`src/rtl/tagged_pkg.sv`:
```
// Shared types and constants for the tagged array scheduler.
// Latency: none (declarations only).
// Backpressure: not applicable.
package tagged_pkg;

  localparam int DEPTH = 16;
  localparam int AW    = 4;
  localparam int DW    = 3;

  // Entry confidentiality tag; also used as the requester's domain.
  typedef enum logic {
    TAG_L = 1'b0,
    TAG_H = 1'b1
  } tag_t;

  typedef enum logic {
    IDLE  = 1'b0,
    SCRUB = 1'b1
  } sched_state_t;

  // Phase bit values: even cycles belong to the low side, odd to the high side.
  localparam logic SLOT_L = 1'b0;
  localparam logic SLOT_H = 1'b1;

endpackage

```
`src/rtl/tag_access_check.sv`:
```
// Decides whether a domain may perform a read or write on an entry with a given tag.
// Latency: combinational.
// Backpressure: none; pure function of its inputs.
module tag_access_check
  import tagged_pkg::*;
(
  input  tag_t dom,
  input  logic we,
  input  tag_t entry_tag,
  output logic allow,
  output logic denied
);

  // Writes only into the writer's own domain; reads only at or below the reader's level.
  always_comb begin
    allow  = we ? (entry_tag == dom) : ((dom == TAG_H) || (entry_tag == TAG_L));
    denied = ~allow;
  end

endmodule

```
`src/rtl/tagged_array_sched.sv`:
```
// Time-division scheduler over a 16-entry tagged array: even cycles low side, odd cycles high side.
// Latency: ack/denied/rdata registered, 1 cycle after the serving slot; high side never stalls.
// Backpressure: low requests wait behind scrub and cfg (held until ack); cfg held until cfg_ready.
module tagged_array_sched
  import tagged_pkg::*;
(
  input  logic          clk,
  input  logic          rst_n,
  input  logic          lo_req,
  input  logic          lo_we,
  input  logic [AW-1:0] lo_addr,
  input  logic [DW-1:0] lo_wdata,
  output logic          lo_ack,
  output logic          lo_denied,
  output logic [DW-1:0] lo_rdata,
  input  logic          hi_req,
  input  logic          hi_we,
  input  logic [AW-1:0] hi_addr,
  input  logic [DW-1:0] hi_wdata,
  output logic          hi_ack,
  output logic          hi_denied,
  output logic [DW-1:0] hi_rdata,
  input  logic          cfg_valid,
  input  logic          cfg_tag,
  input  logic [AW-1:0] cfg_addr,
  input  logic          cfg_scrub_all,
  output logic          cfg_ready,
  output logic          busy
);

  localparam logic [AW-1:0] LAST_PTR = AW'(DEPTH - 1);

  logic          phase;
  sched_state_t  state;
  sched_state_t  state_nxt;
  logic [AW-1:0] ptr;

  tag_t          tag_q  [DEPTH];
  logic [DW-1:0] data_q [DEPTH];

  logic l_slot;
  logic h_slot;
  logic scrub_step;
  logic scrub_start;
  logic cfg_go;
  logic lo_go;
  logic hi_go;
  tag_t lo_tag;
  tag_t hi_tag;
  logic lo_allow;
  logic lo_block;
  logic hi_allow;
  logic hi_block;

  // Slot arbitration: the slot owner depends only on the phase bit, never on requests.
  always_comb begin
    l_slot      = (phase == SLOT_L);
    h_slot      = (phase == SLOT_H);
    scrub_step  = l_slot && (state == SCRUB);
    scrub_start = l_slot && (state == IDLE) && cfg_scrub_all;
    cfg_go      = l_slot && (state == IDLE) && !cfg_scrub_all && cfg_valid;
    lo_go       = l_slot && (state == IDLE) && !cfg_scrub_all && !cfg_valid && lo_req;
    hi_go       = h_slot && hi_req;
    lo_tag      = tag_q[lo_addr];
    hi_tag      = tag_q[hi_addr];
    cfg_ready   = scrub_start || cfg_go;
    busy        = (state == SCRUB);
  end

  tag_access_check u_lo_check (
    .dom       (TAG_L),
    .we        (lo_we),
    .entry_tag (lo_tag),
    .allow     (lo_allow),
    .denied    (lo_block)
  );

  tag_access_check u_hi_check (
    .dom       (TAG_H),
    .we        (hi_we),
    .entry_tag (hi_tag),
    .allow     (hi_allow),
    .denied    (hi_block)
  );

  // Next state: scrub runs from a start request until the last entry has been cleared.
  always_comb begin
    state_nxt = state;
    case (state)
      IDLE:    if (scrub_start) state_nxt = SCRUB;
      SCRUB:   if (scrub_step && (ptr == LAST_PTR)) state_nxt = IDLE;
      default: state_nxt = IDLE;
    endcase
  end

  // Phase, FSM state and scrub pointer; the pointer wraps to 0 on its final increment.
  always_ff @(posedge clk or negedge rst_n) begin
    if (!rst_n) begin
      phase <= SLOT_L;
      state <= IDLE;
      ptr   <= '0;
    end else begin
      phase <= ~phase;
      state <= state_nxt;
      if (scrub_start) begin
        ptr <= '0;
      end else if (scrub_step) begin
        ptr <= ptr + 1'b1;
      end
    end
  end

  // Array writes: at most one low-side and one high-side source, never in the same cycle.
  always_ff @(posedge clk or negedge rst_n) begin
    if (!rst_n) begin
      for (int i = 0; i < DEPTH; i++) begin
        tag_q[i]  <= TAG_L;
        data_q[i] <= '0;
      end
    end else begin
      if (scrub_step) begin
        tag_q[ptr]  <= TAG_L;
        data_q[ptr] <= '0;
      end else if (cfg_go) begin
        if (cfg_tag) begin
          tag_q[cfg_addr] <= TAG_H;
        end else if (tag_q[cfg_addr] == TAG_H) begin
          // Declassification wipes the contents so no high data becomes low-visible.
          tag_q[cfg_addr]  <= TAG_L;
          data_q[cfg_addr] <= '0;
        end
      end else if (lo_go && lo_we && lo_allow) begin
        data_q[lo_addr] <= lo_wdata;
      end
      if (hi_go && hi_we && hi_allow) begin
        data_q[hi_addr] <= hi_wdata;
      end
    end
  end

  // Registered completion: refused reads and all writes return zero data.
  always_ff @(posedge clk or negedge rst_n) begin
    if (!rst_n) begin
      lo_ack    <= 1'b0;
      lo_denied <= 1'b0;
      lo_rdata  <= '0;
      hi_ack    <= 1'b0;
      hi_denied <= 1'b0;
      hi_rdata  <= '0;
    end else begin
      lo_ack    <= lo_go;
      lo_denied <= lo_go && lo_block;
      lo_rdata  <= (lo_go && !lo_we && lo_allow) ? data_q[lo_addr] : '0;
      hi_ack    <= hi_go;
      hi_denied <= hi_go && hi_block;
      hi_rdata  <= (hi_go && !hi_we && hi_allow) ? data_q[hi_addr] : '0;
    end
  end

endmodule

```
`config.mk`:
```
export PLATFORM = sky130hd
export DESIGN_NAME = tagged_array_sched
export DESIGN_NICKNAME = d
export VERILOG_FILES = /design/src/rtl/tagged_pkg.sv /design/src/rtl/tag_access_check.sv /design/src/rtl/tagged_array_sched.sv
export SDC_FILE = /design/constraint.sdc
export NUM_CORES = 1
export LEC_CHECK = 0
export CORE_MARGIN = 2
export CORE_UTILIZATION = 60
export DETAILED_ROUTE_END_ITERATION = 10
export PLACE_DENSITY = 0.79
export SYNTH_ARGS = -nofsm -noshare
export SYNTH_HDL_FRONTEND = slang
export SYNTH_SLANG_ARGS = --single-unit
```
`constraint.sdc`:
```
create_clock -name clk -period 8 [get_ports clk]
set_clock_uncertainty 0.05 [all_clocks]
set_input_delay 2 -clock clk [delete_from_list [all_inputs] [get_ports clk]]
set_output_delay 2 -clock clk [all_outputs]
set_load 0.02 [all_outputs]
```
==> flow_metrics.py <==
metrics = {
    "timing": {
        "setup-tns-final_ns": 0,
        "worst_hold_slack_across_all_endpoints_ns": 0.4683,
        "finalWorstSetupSlack_ns": 2.617,
        "timing_worst_slew_pin_value_ns": 1.128,
        "rsz_0062_raised_after_global_routing": "false",
        "hold_vio_cnt_final": 0,
        "timing.final.setup_violations": 0,
        "slew_headroom": 0.2410,
        "fmaxAchievable_mhz": 185.8,
        "layout_min_cycle_time_ns": 5.383,
        "min_period_over_period": 0.6729,
        "finalMaxSlewViolations": 0,
    },
    "place": {
        "placement.cell_area_um2": 6210,
        "count_of_input_and_output_buffers": 38,
        "hpwl_um": 14140,
        "dpl_worst_slack_ns": 2.614,
        "inst_count_dp": 734,
        "gp_congestion": 1.018,
    },
    "layout": {
        "final.fill_count": 750,
        "final_design_area_no_fill_um2": 6412,
        "fin_nets": 647,
        "flow.area_growth_from_synthesis_pct": 10.43,
        "drive_gt1_frac": 0.1159,
        "layout.area.seq_um2": 2002,
        "multiInputGateArea_um2": 3552,
        "fin_util": 0.6875,
        "antennaDiodeCount": 0,
        "layout.cells.non_filler": 750,
    },
    "clock_tree": {
        "htreeDepth": 3,
        "ctsResizeCount": 0,
        "cts.hold.buffers_added": 0,
        "cts.path.max_buffers": 2,
        "total_cts_buffers": 9,
        "clk_root_buffer_cell": "clkbuf_8",
        "clock_transition_at_the_registers_of_the_reported_paths_ns": 0.09,
        "cts_tree": "yes",
        "clk_latency_ns": 0.38,
        "post-cts-setup-buffers": 0,
        "cts.sink_count": 80,
    },
    "route": {
        "drt_drc_violations_left": 0,
        "routed_via_density": 7.415,
        "drt_first_pass_iters": 6,
        "wirelength_um": 19730,
        "routed-via-count": 5561,
        "final_antenna_net_count": 0,
        "drtIter0Drc": 677,
        "drt-wirelength-per-cell_um": 26.31,
    },
    "synth": {
        "synthFlopType": "dfrtp_1",
        "synthesis.nets": 636,
        "synthesized_flop_and_latch_total": 80,
        "postSynth.asyncResetShare": 1.000,
        "post_synth_num_cell_types": 58,
        "synth_enable_flop_cells": 0,
        "yosysSeqAreaShare": 0.3448,
        "postSynthCellCount": 605,
        "yosysWarnings": 0,
        "per_instance_average_area_after_synthesis_um2": 9.598,
        "area_of_the_mapped_netlist_um2": 5807,
    },
    "floorplanning": {
        "floorplan.initialDensity": 0.6225,
        "fp.dieArea_um2": 10480,
        "floorplan.die.height_um": 102.4,
        "top_level_ports": 39,
        "fp.coreArea_um2": 9328,
        "placementRows": 35,
        "die-width_um": 102.4,
    },
    "pwr": {
        "static-leakage-power_nw": 2.530,
        "ir_worst_vdd_v": 0.0002155,
        "power-per-cell-area_nw_per_um2": 189.3,
        "overall_power_of_the_completed_layout_mw": 1.214,
    },
    "global_route": {
        "grt_pass1_vias": 5353,
        "globalRouteTotalUtil": 0.4005,
        "grt_antenna_before_repair": 0,
        "maximum_number_of_pins_on_one_net_before_global_route_repair": 81,
        "grt_pass1_wl_um": 30690,
        "gr-total-overflow": 0,
    },
    "critical_path": {
        "worst_r2r_endpoint": "data_q[32]",
        "startpoint_type": "input pin",
        "critPathArrivalTime_ns": 3.33,
        "critical_path_peak_fanout": 8,
        "regToRegSetupSlack_ns": 4.97,
        "timing_worst_setup_path_type": "input pin to output port",
        "worstReg2RegStart": "h_slot",
        "worst_setup_ep_type": "output port",
        "reg2reg_depth": 5,
        "critPathRequiredTime_ns": 5.95,
    },
    "min_path": {
        "hold_path_startpoint": "data_q[4]",
        "hold_end": "data_q[4]",
        "hold_depth": 1,
        "timing.hold.worst.class": "flop to flop",
    },
    "run": {
        "cap_violations": 0,
    },
    "run_status": {
        "status": "complete, no violations",
    },
}
per-layer routing:
layer	wire, um	track usage
met5	0	0
met4	986	0.1846
met3	2492	0.09439
met2	8808	0.6098
met1	7442	0.5476
worst max-delay path, stage by stage:
cell	delay, ns
clkdlybuf4s50_1	0.59
o21a_1	0.14
clkdlybuf4s50_1	0.60
cell type report:
class	instances	share of cell area
clock buffers	9	0.01932
clock inverters	7	0.01229
inverters	21	0.01229
multi-input cells	461	0.5540
flip-flops and latches	80	0.3122
well taps	129	0.02517
repair buffers	43	0.06478
where the power goes:
| group | internal [mW] | switching (mW) | leakage, nW | total (mW) |
|---|---|---|---|---|
| combinational | 0.145 | 0.161 | 1.34 | 0.306 |
| clock | 0.148 | 0.171 | 0.0982 | 0.319 |
| sequential | 0.471 | 0.118 | 1.09 | 0.588 |
Yosys cell counts (all sizes together) (10+ instances only):
| master | number | area, um2 |
|---|---|---|
| mux2i | 29 | 290.3 |
| or3 | 11 | 73.82 |
| inv | 21 | 78.83 |
| a22oi | 31 | 232.7 |
| nor2b | 13 | 81.33 |
| nor2 | 42 | 157.7 |
| nand2 | 38 | 142.6 |
| a21oi | 30 | 150.1 |
| nor3 | 20 | 100.1 |
| dfrtp | 80 | 2002 |
| nand3 | 12 | 60.06 |
| buf | 11 | 53.80 |
| nor4 | 12 | 75.07 |
| clkbuf | 32 | 120.1 |
| mux4 | 39 | 878.3 |
| o21ai | 51 | 255.2 |
| a31oi | 10 | 62.56 |
cells in the final DEF (no fill, tap or decap), drive strengths merged, types with 10 or more instances in the layout:
master	netlist	final
clkdlybuf4s50	0	37
nor2	42	42
a22oi	31	31
nand2	38	38
mux4	39	39
o21ai	51	51
nor2b	13	13
or3	11	11
dfrtp	80	80
mux2i	29	29
nor3	20	20
nand3	12	12
a31oi	10	10
inv	21	24
a21oi	30	30
nor4	12	12
worst max path at each step:
stage | from | end | slack, ns
global placement | cfg_scrub_all | cfg_ready | 2.65
detailed placement | cfg_scrub_all | cfg_ready | 2.61
finish | cfg_scrub_all | cfg_ready | 2.62
global route | cfg_scrub_all | cfg_ready | 2.57
CTS | cfg_scrub_all | cfg_ready | 2.61
floorplan | cfg_valid | cfg_ready | 3.71
kinds of logic after synthesis:
logic type	share of synthesized area
AOI/OAI and AO/OA	0.1952
adders and majority gates	0.008619
buffers and inverters	0.04353
DFF	0.3448
muxes	0.2051
and+or+nand+nor	0.2028
Power figures use the tool's default switching activity.
